## src/rtl/parc_core_commit_buffer_pkg.sv

```systemverilog
// Shared core sizing for the reorder buffer and its commit/writeback path.
package parc_core_commit_buffer_pkg;

    localparam int unsigned CB_NSLOTS = 16;
    localparam int unsigned CB_XLEN   = 32;
    localparam int unsigned CB_REG_AW = 5;
    localparam int unsigned CB_CNT_W  = 32;

endpackage : parc_core_commit_buffer_pkg

```

## src/rtl/parc_core_commit_wbreg.sv

```systemverilog
// Register-file writeback register stage: holds wen/waddr/wdata for one cycle.
module parc_core_commit_wbreg
    import parc_core_commit_buffer_pkg::*;
#(
    parameter int unsigned XLEN = CB_XLEN
) (
    input  logic                 clk,
    input  logic                 reset,
    input  logic                 wen_d,
    input  logic [CB_REG_AW-1:0] waddr_d,
    input  logic [XLEN-1:0]      wdata_d,
    output logic                 wen,
    output logic [CB_REG_AW-1:0] waddr,
    output logic [XLEN-1:0]      wdata
);

    logic                 wen_q;
    logic [CB_REG_AW-1:0] waddr_q;
    logic [XLEN-1:0]      wdata_q;

    always_ff @(posedge clk or posedge reset) begin
        if (reset) begin
            wen_q   <= 1'b0;
            waddr_q <= '0;
            wdata_q <= '0;
        end else begin
            wen_q   <= wen_d;
            waddr_q <= waddr_d;
            wdata_q <= wdata_d;
        end
    end

    assign wen   = wen_q;
    assign waddr = waddr_q;
    assign wdata = wdata_q;

endmodule : parc_core_commit_wbreg

```

## src/rtl/parc_core_commit_buffer.sv

```systemverilog
// Commit buffer: per-slot result storage with filled tracking, retiring the ROB head
// into the register file one cycle after commit.
module parc_core_commit_buffer
    import parc_core_commit_buffer_pkg::*;
#(
    parameter int unsigned NSLOTS = CB_NSLOTS,
    parameter int unsigned XLEN   = CB_XLEN
) (
    input  logic                       clk,
    input  logic                       reset,
    input  logic                       fill_val,
    input  logic [$clog2(NSLOTS)-1:0]  fill_slot,
    input  logic [XLEN-1:0]            fill_data,
    input  logic                       rob_commit_wen,
    input  logic [$clog2(NSLOTS)-1:0]  rob_commit_slot,
    input  logic [CB_REG_AW-1:0]       rob_commit_rf_waddr,
    input  logic                       squash_val,
    input  logic [$clog2(NSLOTS)-1:0]  squash_slot,
    output logic                       rf_wen,
    output logic [CB_REG_AW-1:0]       rf_waddr,
    output logic [XLEN-1:0]            rf_wdata,
    output logic [CB_CNT_W-1:0]        retire_count,
    output logic                       commit_err
);

    logic [XLEN-1:0]     data_q [NSLOTS];
    logic [NSLOTS-1:0]   filled_q, filled_d;
    logic [CB_CNT_W-1:0] retire_count_q, retire_count_d;
    logic                commit_err_q, commit_err_d;

    logic                 wb_wen_d;
    logic [CB_REG_AW-1:0] wb_waddr_d;
    logic [XLEN-1:0]      wb_wdata_d;
    logic                 fill_hits_commit;

    always_comb begin
        filled_d         = filled_q;
        retire_count_d   = retire_count_q;
        commit_err_d     = commit_err_q;
        wb_wen_d         = 1'b0;
        wb_waddr_d       = rf_waddr;
        wb_wdata_d       = rf_wdata;
        fill_hits_commit = fill_val && (fill_slot == rob_commit_slot);

        if (rob_commit_wen) begin
            wb_wen_d       = (rob_commit_rf_waddr != '0);
            wb_waddr_d     = rob_commit_rf_waddr;
            wb_wdata_d     = fill_hits_commit ? fill_data : data_q[rob_commit_slot];
            retire_count_d = retire_count_q + CB_CNT_W'(1);
            if (!filled_q[rob_commit_slot] && !fill_hits_commit) begin
                commit_err_d = 1'b1;
            end
        end

        // Later assignments take priority: squash beats fill, commit always clears.
        if (fill_val)       filled_d[fill_slot]       = 1'b1;
        if (rob_commit_wen) filled_d[rob_commit_slot] = 1'b0;
        if (squash_val)     filled_d[squash_slot]     = 1'b0;
    end

    always_ff @(posedge clk or posedge reset) begin
        if (reset) begin
            filled_q       <= '0;
            retire_count_q <= '0;
            commit_err_q   <= 1'b0;
        end else begin
            filled_q       <= filled_d;
            retire_count_q <= retire_count_d;
            commit_err_q   <= commit_err_d;
        end
    end

    // Result storage is never reset; filled_q alone qualifies its contents.
    always_ff @(posedge clk) begin
        if (fill_val && !reset) begin
            data_q[fill_slot] <= fill_data;
        end
    end

    parc_core_commit_wbreg #(
        .XLEN (XLEN)
    ) u_wbreg (
        .clk     (clk),
        .reset   (reset),
        .wen_d   (wb_wen_d),
        .waddr_d (wb_waddr_d),
        .wdata_d (wb_wdata_d),
        .wen     (rf_wen),
        .waddr   (rf_waddr),
        .wdata   (rf_wdata)
    );

    assign retire_count = retire_count_q;
    assign commit_err   = commit_err_q;

endmodule : parc_core_commit_buffer

```

## config.mk

```make
export PLATFORM = sky130hd
export DESIGN_NAME = parc_core_commit_buffer
export DESIGN_NICKNAME = d
export VERILOG_FILES = /design/src/rtl/parc_core_commit_buffer_pkg.sv /design/src/rtl/parc_core_commit_wbreg.sv /design/src/rtl/parc_core_commit_buffer.sv
export SDC_FILE = /design/constraint.sdc
export NUM_CORES = 1
export LEC_CHECK = 0
export BUFFER_PORTS_ARGS = -buffer_cell sky130_fd_sc_hd__buf_2
export CORE_AREA = 2 2 140 279
export CTS_BUF_LIST = sky130_fd_sc_hd__clkbuf_8
export DETAILED_ROUTE_END_ITERATION = 12
export DIE_AREA = 0 0 142 281
export MAX_ROUTING_LAYER = met4
export PLACE_DENSITY = 0.79
export SYNTH_ARGS = -nofsm -noshare
export SYNTH_HDL_FRONTEND = slang
export SYNTH_SLANG_ARGS = --single-unit
```

## constraint.sdc

```tcl
create_clock -name clk -period 6.4 [get_ports clk]
set_input_delay 1.28 -clock clk [delete_from_list [all_inputs] [get_ports clk]]
set_output_delay 1.28 -clock clk [all_outputs]
set_load 0.01 [all_outputs]
```

## Word level (Yosys, flattened, before mapping)

Memories as Yosys holds them, arrays and structs flattened.
Index checks and enable logic that the tools add are counted.

| word-level totals | value |
|---|---|
| flip-flop bits (word level) | 87 |
| memory bits (writable) | 512 |
| bits of input ports | 54 |
| output and inout port bits | 71 |
| logic and storage cells | 46 |
| memories | 1 |

Memories:

| memory | depth | width | rd ports | clocked after memory_dff | write ports | line | text |
|---|---|---|---|---|---|---|---|
| data_q | 16 | 32 | 1 | 0 | 1 | parc_core_commit_buffer.sv:26 | `logic [XLEN-1:0] data_q [NSLOTS];` |

| operators by class | value |
|---|---|
| add/sub/neg operators | 1 |
| $lt $le $gt $ge | 6 |
| equality and inequality tests | 1 |
| mux-type cells | 15 |
| bitwise gates (word level) | 5 |
| reductions and logical operators | 11 |

Operators with widths:

| operator | number |
|---|---|
| 16-bit two-way mux | 3 |
| 32-bit by 1-bit adder with 32-bit output (second input constant) | 1 |
| 16-bit AND | 2 |
| 32-bit two-way mux | 1 |
| 16-bit NOT | 2 |
| 16-bit OR | 1 |
| 4-bit by 5-bit less-than comparator with 1-bit output (second input constant) | 3 |
| 1-bit demux with 4-bit select | 3 |
| 4-bit by 1-bit greater-or-equal comparator with 1-bit output (second input constant) | 3 |
| 1-bit two-way mux | 7 |
| 1-bit logical AND | 6 |
| 5-bit nonzero test | 1 |
| 1-bit binary-select mux with 4-bit select | 1 |
| 4-bit equality test | 1 |
| 1-bit zero test | 3 |
| 2-bit AND reduction | 1 |

## Logic depth before layout (Yosys ltp)

Gate-level depths: netlist (run 1).

| logic depth | value |
|---|---|
| word-level depth | 10 |
| gate-level depth with buffers | 7 |
| gate-level depth less buffers | 5 |

## By module

A second synthesis (run 1) with hierarchy kept.

| unflattened totals | value |
|---|---|
| cells, all modules | 1149 |
| area, all modules | 23252.3 µm² |

Modules (own cells, without submodules):

| module | times used | cells each | area an instance (µm²) | seq. area each (µm²) |
|---|---|---|---|---|
| parc_core_commit_buffer | 1 | 1110 | 22297.6 | 16600.9 |
| parc_core_commit_wbreg | 1 | 39 | 954.7 | 950.9 |

## Worst setup path after synthesis (run 1)

No wires, ideal clock.

| path | value |
|---|---|
| path type | input-to-reg |
| start point | input reset |
| end point | memory data_q[12][0] (netlist name) (enable) |
| setup time | 0.421 ns |
| arrival | 5.000 ns |
| data required time | 5.979 ns |
| slack | 0.979 ns |
| stages | 3 |
| path buffers | 0 |
| cell sequence | inv_1 > nand3_1 > nor2_1 |

| between the ends | value |
|---|---|
| longest elaborated chain between the ends | 4 |

RTL lines:

| element | line | text |
|---|---|---|
| start: declaration | parc_core_commit_buffer.sv:10 | `input logic reset,` |
| 1-bit zero test (no line) | -- |  |
| 1-bit logical AND | parc_core_commit_buffer.sv:75 | `if (fill_val && !reset) begin` |
| 1-bit two-way mux | parc_core_commit_buffer.sv:75 |  |
| 1-bit two-way mux (implied by the code) | parc_core_commit_buffer.sv:76 | `data_q[fill_slot] <= fill_data;` |
| end: declaration | parc_core_commit_buffer.sv:26 |  |

No other way between the ends.

## Final worst setup path (run 1)

| path | value |
|---|---|
| start point | input rob_commit_slot[0] |
| end point | register u_wbreg.wdata_q[20] (netlist: u_wbreg.wdata[20]) |

| between the ends | value |
|---|---|
| longest elaborated chain between the ends | 3 |
| elaborated cells on any way between the ends | 4 |
| those cells by class | eq/ne (1); mux (1); reduce/logical (1); memory (1) |

RTL lines:

| element | line | text |
|---|---|---|
| start: declaration | parc_core_commit_buffer.sv:15 | `input logic [$clog2(NSLOTS)-1:0] rob_commit_slot,` |
| branches (longest 2 deep; another with memory 16 x 32 bit) | -- |  |
| 32-bit two-way mux (*) | parc_core_commit_buffer.sv:48 | `wb_wdata_d = fill_hits_commit ? fill_data : data_q[rob_commit_slot];` |
| end signal: assignment | parc_core_commit_wbreg.sv:29 | `wdata_q <= wdata_d;` |
| end: declaration | parc_core_commit_wbreg.sv:19 | `logic [XLEN-1:0] wdata_q;` |

Mark *: on every way between the ends.
A chain may end at the register's enable or synchronous reset.

==> results of run 1 <==
[worst max-delay path, cell delays in order]
cell	delay, ps
clkbuf_8	550
xor2_1	140
nor3_1	410
and4_1	1060
buf_4	450
a221o_1	220
[cell type report]
cell class                 instances  area, um2  share of cell area [%]
antenna                            2       5.00                  0.0193
clock buffer                      88       1210                    4.66
clock inverter                    49        258                   0.992
inverter                           6       25.0                  0.0963
multi-input combinational        482       5510                    21.2
sequential                       599      17600                    67.5
tap                              463        579                    2.23
timing repair buffer             151        847                    3.26
[layer usage]
layer	global-route usage (%)	share of wire, %	vias up
met5	-	0	-
met4	11.2	3.7	0
met3	5.21	7.6	142
met2	47.6	54	629
met1	32.0	35	6411
li1	-	-	5098
[cell usage after synthesis, types with 3 or more instances]
| cell | n | area [um2] |
|---|---|---|
| xor2_1 | 8 | 70.1 |
| a31oi_1 | 5 | 31.3 |
| nor3_1 | 4 | 20.0 |
| dfrtp_1 | 87 | 2180 |
| nor3b_1 | 3 | 22.5 |
| buf_4 | 5 | 37.5 |
| nor2_1 | 31 | 116 |
| buf_6 | 9 | 101 |
| mux4_2 | 132 | 2970 |
| a221o_1 | 31 | 310 |
| and4_1 | 7 | 61.3 |
| and3_1 | 9 | 56.3 |
| buf_1 | 6 | 22.5 |
| nand2_1 | 43 | 161 |
| nor2b_1 | 37 | 231 |
| inv_1 | 6 | 22.5 |
| edfxtp_1 | 512 | 15400 |
| xnor2_1 | 27 | 236 |
| buf_2 | 15 | 75.1 |
| clkbuf_1 | 28 | 105 |
| a221oi_1 | 17 | 149 |
| a22oi_1 | 64 | 480 |
| nand3_1 | 6 | 30.0 |
| mux2_2 | 6 | 67.6 |
| a21oi_1 | 13 | 65.1 |
| and2_1 | 4 | 25.0 |
| nand4_1 | 21 | 131 |
[flip-flops by register name, summed over array words and instances, names as in the netlist]
signal,flops
data_q,512
u_wbreg.waddr,5
retire_count,32
u_wbreg.wen,1
commit_err,1
filled_q,16
u_wbreg.wdata,32
[power by group]
part	internal [uW]	leakage, uW	switching, uW
sequential	4350	0.00573	74.0
combinational	240	0.00240	321
clock	1340	0.000856	1340
total	5930	0.00898	1730
[worst paths after layout]
path | startpoint | to | depth (start not counted)
worst min-delay path | retire_count[31] | retire_count[31] | 1
max in group asynchronous | reset | u_wbreg.wdata[14] | 3
worst max register to register | retire_count[5] | retire_count[13] | 4
min in group asynchronous | reset | retire_count[18] | 2
worst max-delay path | rob_commit_slot[0] | u_wbreg.wdata[20] | 6
worst min register to register | retire_count[31] | retire_count[31] | 1
[kinds of logic after synthesis]
kind of cell             after synthesis
AO/OA/AOI/OAI                        133
XOR/XNOR                              35
adder cells (fa/ha/maj)                1
buffers and inverters                 69
flip-flops                           599
multiplexers                         138
AND/OR/NAND/NOR                      175
[through the flow]
stage	hold slack, ps	total power (uW)	worst slack (ps)
floorplan	508	4830	979
global placement	462	5040	2210
detailed placement	476	5070	2160
CTS	489	7700	2830
global route	496	7880	2580
finish	481	7670	2760
==> results.cfg, run 1 <==
[cells_and_area]
drive_gt1_share_pct = 30.5
syn2layout_area_growth_pct = 11.7
final_core_util_pct = 68.8
fillers = 2320
finish.instance_area_mm2 = 0.0260
final_cell_mix = edfxtp_1, mux4_2, buf_2
final_cells = 1840
final_common_cell = edfxtp_1
nets = 1372

[floorplanning]
num_rows = 101
boundaryPins = 125
dieArea_mm2 = 0.0399
coreArea_mm2 = 0.0378
dieWidth_um = 142
die_h_um = 281
start_util_pct = 61.6

[synth]
synthCells = 1150
synthMuxAreaShare_pct = 13.1
synth-xor-area-share_pct = 1.32
ys_warn_count = 0
synth_nets = 1205
synth-edff-count = 512
synth_top_family_by_area = multiplexers
ys_seq_elements = 599
netlist-cell-type-count = 38
synth-compound-area-share_pct = 4.56
syn_area_per_cell_um2 = 20.2
synthAdderAreaFrac_pct = 0.0538
synthSimpleGateAreaFrac_pct = 4.01
synth-async-reset-ratio_pct = 14.5
yosys_most_used_dff = edfxtp_1
yosysSeqAreaShare_pct = 75.4
syn_area_mm2 = 0.0233

[clock_network]
post_cts_resized = 0
post_cts_buffers = 0
hold_buffers = 0
clk_pin_slew_ps = 70
clk_latency_ps = 640
cts_buffer_depth = 3
cts_root_buf = clkbuf_8
cts_buffers = 77
htreeDepth = 3
cts_tree = built
cts_sinks = 599

[min_path]
worstHoldPathType = flop to flop

[power]
powerDensity_mw_per_mm2 = 295
power.leakage_uw = 0.00898
irDropWorstVdd_uv = 152

[setup_path]
startpoint_type = input port
criticalPathCategory = input port to flop
end_kind = flop
arrival_ps = 4200
cp.required_ps = 6960
crit_fanout = 61
rrSetupSlack_ps = 4110

[outcome]
status = finished clean

[sta]
worst_slew_pin_slew_ps = 1280
setup_tns_ps = 0
rsz0062_at_grt = false
skew_ps = 25.5
period_share_pct = 56.9
finalMaxSlewViolations = 0
fmax_ghz = 0.275
finalHoldViolCount = 0
max-slew-margin-rel_pct = 13.5
period_needed_ps = 3640
setup_viol = 0

[detailed_routing]
drt_pass1_iterations = 7
antenna_left = 0
wire_per_inst_um = 28.4
via_per_inst = 6.67
drc = 0
wirelength_um = 52300
vias = 12300
first_iter_violations = 1193

[global_route]
grt_pass1_vias = 12800
grt-ovfl-total = 0
groute.usage.overall_pct = 27.6
grt_pass1_wl_um = 77000
grt_antenna_before_repair = 4
grt_max_degree = 78

[placed_design]
postPlaceCellArea_mm2 = 0.0245
io_buffer_count = 124
gp_congestion = 0.823
dp.cells = 1701
dp_hpwl_um = 27100

[run]
cap_violations = 0
No activity file was read; power rests on OpenSTA's default activity.
==> run 2: changes to the inputs <==
- CORE_AREA: 2 2 140 279 -> 2 2 146 291
- DIE_AREA: 0 0 142 281 -> 0 0 148 293
- PLACE_DENSITY: 0.79 -> 0.77
- clock period: 6.4 -> 3.3 ns (I/O delays scaled with it)
==> run 2 against run 1 <==
Clock-buffer cell count decreased by 4. Global-route usage shrank 1.3 points. Non-clock buffer count up 19. Register-to-register slack worse by 2700 ps. Die area up 8.7%. Clock skew down 6.1 ps. Critical endpoint is now u_wbreg.wdata[7].
==> results.cfg, run 2 (synthesis gave the netlist of run 1 again) <==
[floorplanning]
dieArea_mm2 = 0.0434
coreArea_mm2 = 0.0410
dieWidth_um = 148
num_rows = 105
die_h_um = 293
boundaryPins = 125
start_util_pct = 56.8

[setup_path]
critical_path.cell_chain = clkbuf_8, xor2_1, nor3_1, a31oi_4, buf_4, a221o_1
arrival_ps = 2640
critPathBufInv = 2
r2r_start = retire_count[10]
rrSetupSlack_ps = 1390
crit_fanout = 32
crit_family = buffers and inverters
critPathLaunch = rob_commit_slot[0]
end_kind = flop
startpoint_type = input port
slowest_stage = clkbuf_8
criticalPathCategory = input port to flop
cp.required_ps = 3820
max_stage_delay_ps = 370

[cells_and_area]
final_common_cell = edfxtp_1
drive_gt1_share_pct = 31.6
largest_register = data_q
ff_latch_area_mm2 = 0.0176
syn2layout_area_growth_pct = 14.4
nets = 1394
finish.instance_area_mm2 = 0.0266
fillers = 2698
final_cell_mix = edfxtp_1, mux4_2, buf_2
largest_reg_flops = 512
multi_input_area_mm2 = 0.00551

[sta]
holdWs_ps = 246
worst_slew_pin_slew_ps = 962
skew_ps = 19.4
rsz0062_at_grt = false
setup_viol = 0
setup_tns_ps = 0
layout_setup_ws_ps = 1180
finalHoldViolCount = 0
period_share_pct = 64.2
finalMaxSlewViolations = 0
period_needed_ps = 2120
max-slew-margin-rel_pct = 35.6
fmax_ghz = 0.472

[clock_network]
cts_buffers = 80
cts_buffer_depth = 3
cts_sinks = 599
post_cts_resized = 0
post_cts_buffers = 0
htreeDepth = 3
cts_tree = built
clk_latency_ps = 650
clk_pin_slew_ps = 70
hold_buffers = 0
cts_root_buf = clkbuf_8

[placed_design]
place_ws_ps = 498
io_buffer_count = 124
postPlaceCellArea_mm2 = 0.0250
dp_hpwl_um = 31300
gp_congestion = 0.845

[global_route]
grt_max_degree = 56
groute.usage.overall_pct = 26.3
grt_antenna_before_repair = 5
grt-ovfl-total = 0
grt_pass1_vias = 13200
grt_pass1_wl_um = 80700

[detailed_routing]
wirelength_um = 53800
drc = 0
vias = 12400
antenna_left = 0
via_per_inst = 6.39
first_iter_violations = 1137
drt_pass1_iterations = 6
wire_per_inst_um = 27.6

[power]
p_total_uw = 15300
irDropWorstVdd_uv = 432
power.leakage_uw = 0.00920
powerDensity_mw_per_mm2 = 575

[run]
cap_violations = 0

[outcome]
status = finished clean

[min_path]
worstHoldPathType = input port to asynchronous set/reset pin
run 2: cell types whose count changed in the layout (fill, tap and decap cells not counted), sizes merged:
cell and change:
inv +3, clkinv +7, buf +19, bufinv +4, clkinvlp +3, clkbuf -4
diode +3
run 2: path summary, 6_finish.rpt:
kind,cells past startpoint,to
max,6,u_wbreg.wdata[7]
min,3,u_wbreg.wdata[10]
max reg2reg,4,retire_count[26]
min reg2reg,1,retire_count[31]
max in group asynchronous,4,u_wbreg.wdata[28]
min in group clk,2,u_wbreg.waddr[3]
run 2: area by class of cell:
cell class	count	area share [%]
flip-flops and latches	599	65.9
multi-input cells	482	20.7
repair buffers	170	4.66
clock buffers	84	4.34
well taps	535	2.51
clock inverters	66	1.73
inverters	6	0.0987
diodes	5	0.0470
run 2: layer usage:
| metal | global-route usage (%) | vias up | routed length, um |
|---|---|---|---|
| met1 | 30.9 | 6499 | 18800 |
| met2 | 45.2 | 641 | 29500 |
| met4 | 11.4 | 0 | 1780 |
| met5 | - | - | 0 |
| li1 | - | 5173 | - |
| met3 | 3.99 | 123 | 3790 |
run 2: tightest hold or removal path, stage by stage:
cell and delay, ps:
buf_2 110, clkinvlp_4 200, buf_4 290
run 2: power by group:
| group | switching [uW] | leakage [uW] | total (uW) | internal, uW |
|---|---|---|---|---|
| Combinational | 632 | 0.00256 | 1120 | 488 |
| Sequential | 154 | 0.00573 | 8590 | 8440 |
| Clock | 2720 | 0.000918 | 5590 | 2870 |
| Total | 3500 | 0.00920 | 15300 | 11800 |
run 2: per-stage QoR:
stage / util, % / cells
floorplan: - / 1150
global placement: 61.0 / 1792
detailed placement: 61.0 / 1792
CTS: 64.9 / 1942
global route: 65.0 / 1947
finish: 65.0 / 1947
==> run 3: changes to the inputs <==
- CORE_AREA: 2 2 146 291 -> 2 2 140 279
- DIE_AREA: 0 0 148 293 -> 0 0 142 281
- PLACE_DENSITY: 0.77 -> 0.79
- clock period: 3.3 -> 1.95 ns (I/O delays scaled with it)
==> run 3 against run 2 <==
Sequential power increased by 69%. Critical path depth fell by 1. Hold slack got worse by 110 ps. Flip-flop and latch count unchanged. Routed wire length increased by 2.9%. Via count increased by 3.3%. Global-route usage is 3.2 points higher. Sequential share of layout area decreased by 1.7 points. Clock power up 57%. Non-clock buffer count grew 74. Combinational power increased by 88%. First-iteration DRC count rose by 4.3%. Highest routed layer unchanged.
==> results.cfg, run 3 (synthesis gave the netlist of run 1 again) <==
[placed_design]
dp.cells = 1788
io_buffer_count = 124
gp_congestion = 0.855
postPlaceCellArea_mm2 = 0.0258
dp_hpwl_um = 32200

[clock_network]
hold_buffers = 6
htreeDepth = 3
post_cts_buffers = 0
post_cts_resized = 0
cts_sinks = 599
cts_buffer_depth = 3
cts_root_buf = clkbuf_8
cts_tree = built
clk_pin_slew_ps = 70
cts_buffers = 78
clk_latency_ps = 630

[cells_and_area]
final_cell_mix = edfxtp_1, mux4_2, buf_2
fillers = 2158
drive_gt1_share_pct = 33.9
largest_reg_flops = 512
syn2layout_area_growth_pct = 17.5
largest_register = data_q
nets = 1466
multi_input_area_mm2 = 0.00551
ff_latch_area_mm2 = 0.0176
final_cells = 1944
finish.instance_area_mm2 = 0.0273
final_common_cell = edfxtp_1

[sta]
worst_slew_pin_slew_ps = 696
finalMaxSlewViolations = 0
period_needed_ps = 1780
finalHoldViolCount = 0
max-slew-margin-rel_pct = 53.5
rsz0062_at_grt = false
fmax_ghz = 0.562
setup_viol = 0
skew_ps = 18.9
period_share_pct = 91.3

[detailed_routing]
drt_pass1_iterations = 5
drc = 0
first_iter_violations = 1186
wirelength_um = 55400
vias = 12800
via_per_inst = 6.61
wire_per_inst_um = 28.5
antenna_left = 0

[global_route]
grt_antenna_before_repair = 5
grt-ovfl-total = 0
grt_pass1_wl_um = 81400
grt_max_degree = 40
grt_pass1_vias = 13400
groute.usage.overall_pct = 29.5

[setup_path]
critPathBufInv = 1
end_kind = flop
crit_fanout = 5
arrival_ps = 2280
slowest_stage = or4b_1
rrSetupSlack_ps = 170
crit_family = simple AND/OR/NAND/NOR gates
max_stage_delay_ps = 670
critical_path.cell_chain = ha_1, inv_1, or4b_1, nand2b_1, xnor2_1
cp.required_ps = 2450
criticalPathCategory = flop to flop
startpoint_type = flop

[floorplanning]
dieArea_mm2 = 0.0399
start_util_pct = 61.6
boundaryPins = 125
coreArea_mm2 = 0.0378
num_rows = 101
die_h_um = 281
dieWidth_um = 142

[min_path]
worstHoldPathType = input port to flop

[power]
power.leakage_uw = 0.00961
irDropWorstVdd_uv = 658
powerDensity_mw_per_mm2 = 929

[outcome]
status = finished clean

[run]
cap_violations = 0
-- run 3: worst paths after layout --
check | to | startpoint | cells past startpoint
worst max-delay path | retire_count[18] | retire_count[0] | 5
worst min-delay path | data_q[7][26] | fill_data[26] | 1
worst max register to register | retire_count[18] | retire_count[0] | 5
worst min register to register | retire_count[31] | retire_count[31] | 1
max in group asynchronous | u_wbreg.wdata[4] | reset | 5
min in group asynchronous | u_wbreg.wdata[20] | reset | 3
-- run 3: per-stage QoR --
stage / total power (uW) / hold WS [ps] / setup TNS, ps / worst slack [ps] / util, %
final: 25400 / 134 / 0 / 170 / 72.4
after global routing: 26300 / 115 / 0 / 65.8 / 72.4
after CTS: 25500 / 85.7 / 0 / 158 / 72.3
after detailed placement: 16900 / 341 / -8500 / -317 / 68.2
after global placement: 16800 / 350 / -7340 / -241 / 68.2
after floorplan: 15900 / 489 / -489920 / -991 / -
-- run 3: final cells by class --
| type | count | area share, % |
|---|---|---|
| Timing Repair Buffer | 244 | 7.95 |
| Multi-Input combinational cell | 482 | 20.2 |
| Clock inverter | 63 | 1.32 |
| Inverter | 6 | 0.0961 |
| Clock buffer | 82 | 4.13 |
| Antenna cell | 5 | 0.0458 |
| Sequential cell | 599 | 64.2 |
| Tap cell | 463 | 2.12 |
-- run 3: worst reg2reg max path, delay by kind of cell, from the launching register on --
kind,cells,cell delay (ps)
XOR/XNOR,1,130
adder cells (fa/ha/maj),1,200
buffers and inverters,1,80
flip-flops,1,360
AND/OR/NAND/NOR,2,890
-- run 3: metal layers --
| metal | share of wire [%] | global-route usage (%) | up-vias |
|---|---|---|---|
| met1 | 35 | 35.4 | 6673 |
| li1 | - | - | 5314 |
| met3 | 7.9 | 4.36 | 159 |
| met5 | 0 | - | - |
| met2 | 53 | 49.2 | 699 |
| met4 | 4.2 | 14.3 | 0 |
-- run 3: power by group --
group | leakage, uW | switching [uW] | internal [uW]
registers | 0.00573 | 229 | 14300
logic | 0.00303 | 1140 | 973
clock network | 0.000853 | 4440 | 4340
total | 0.00961 | 5800 | 19600
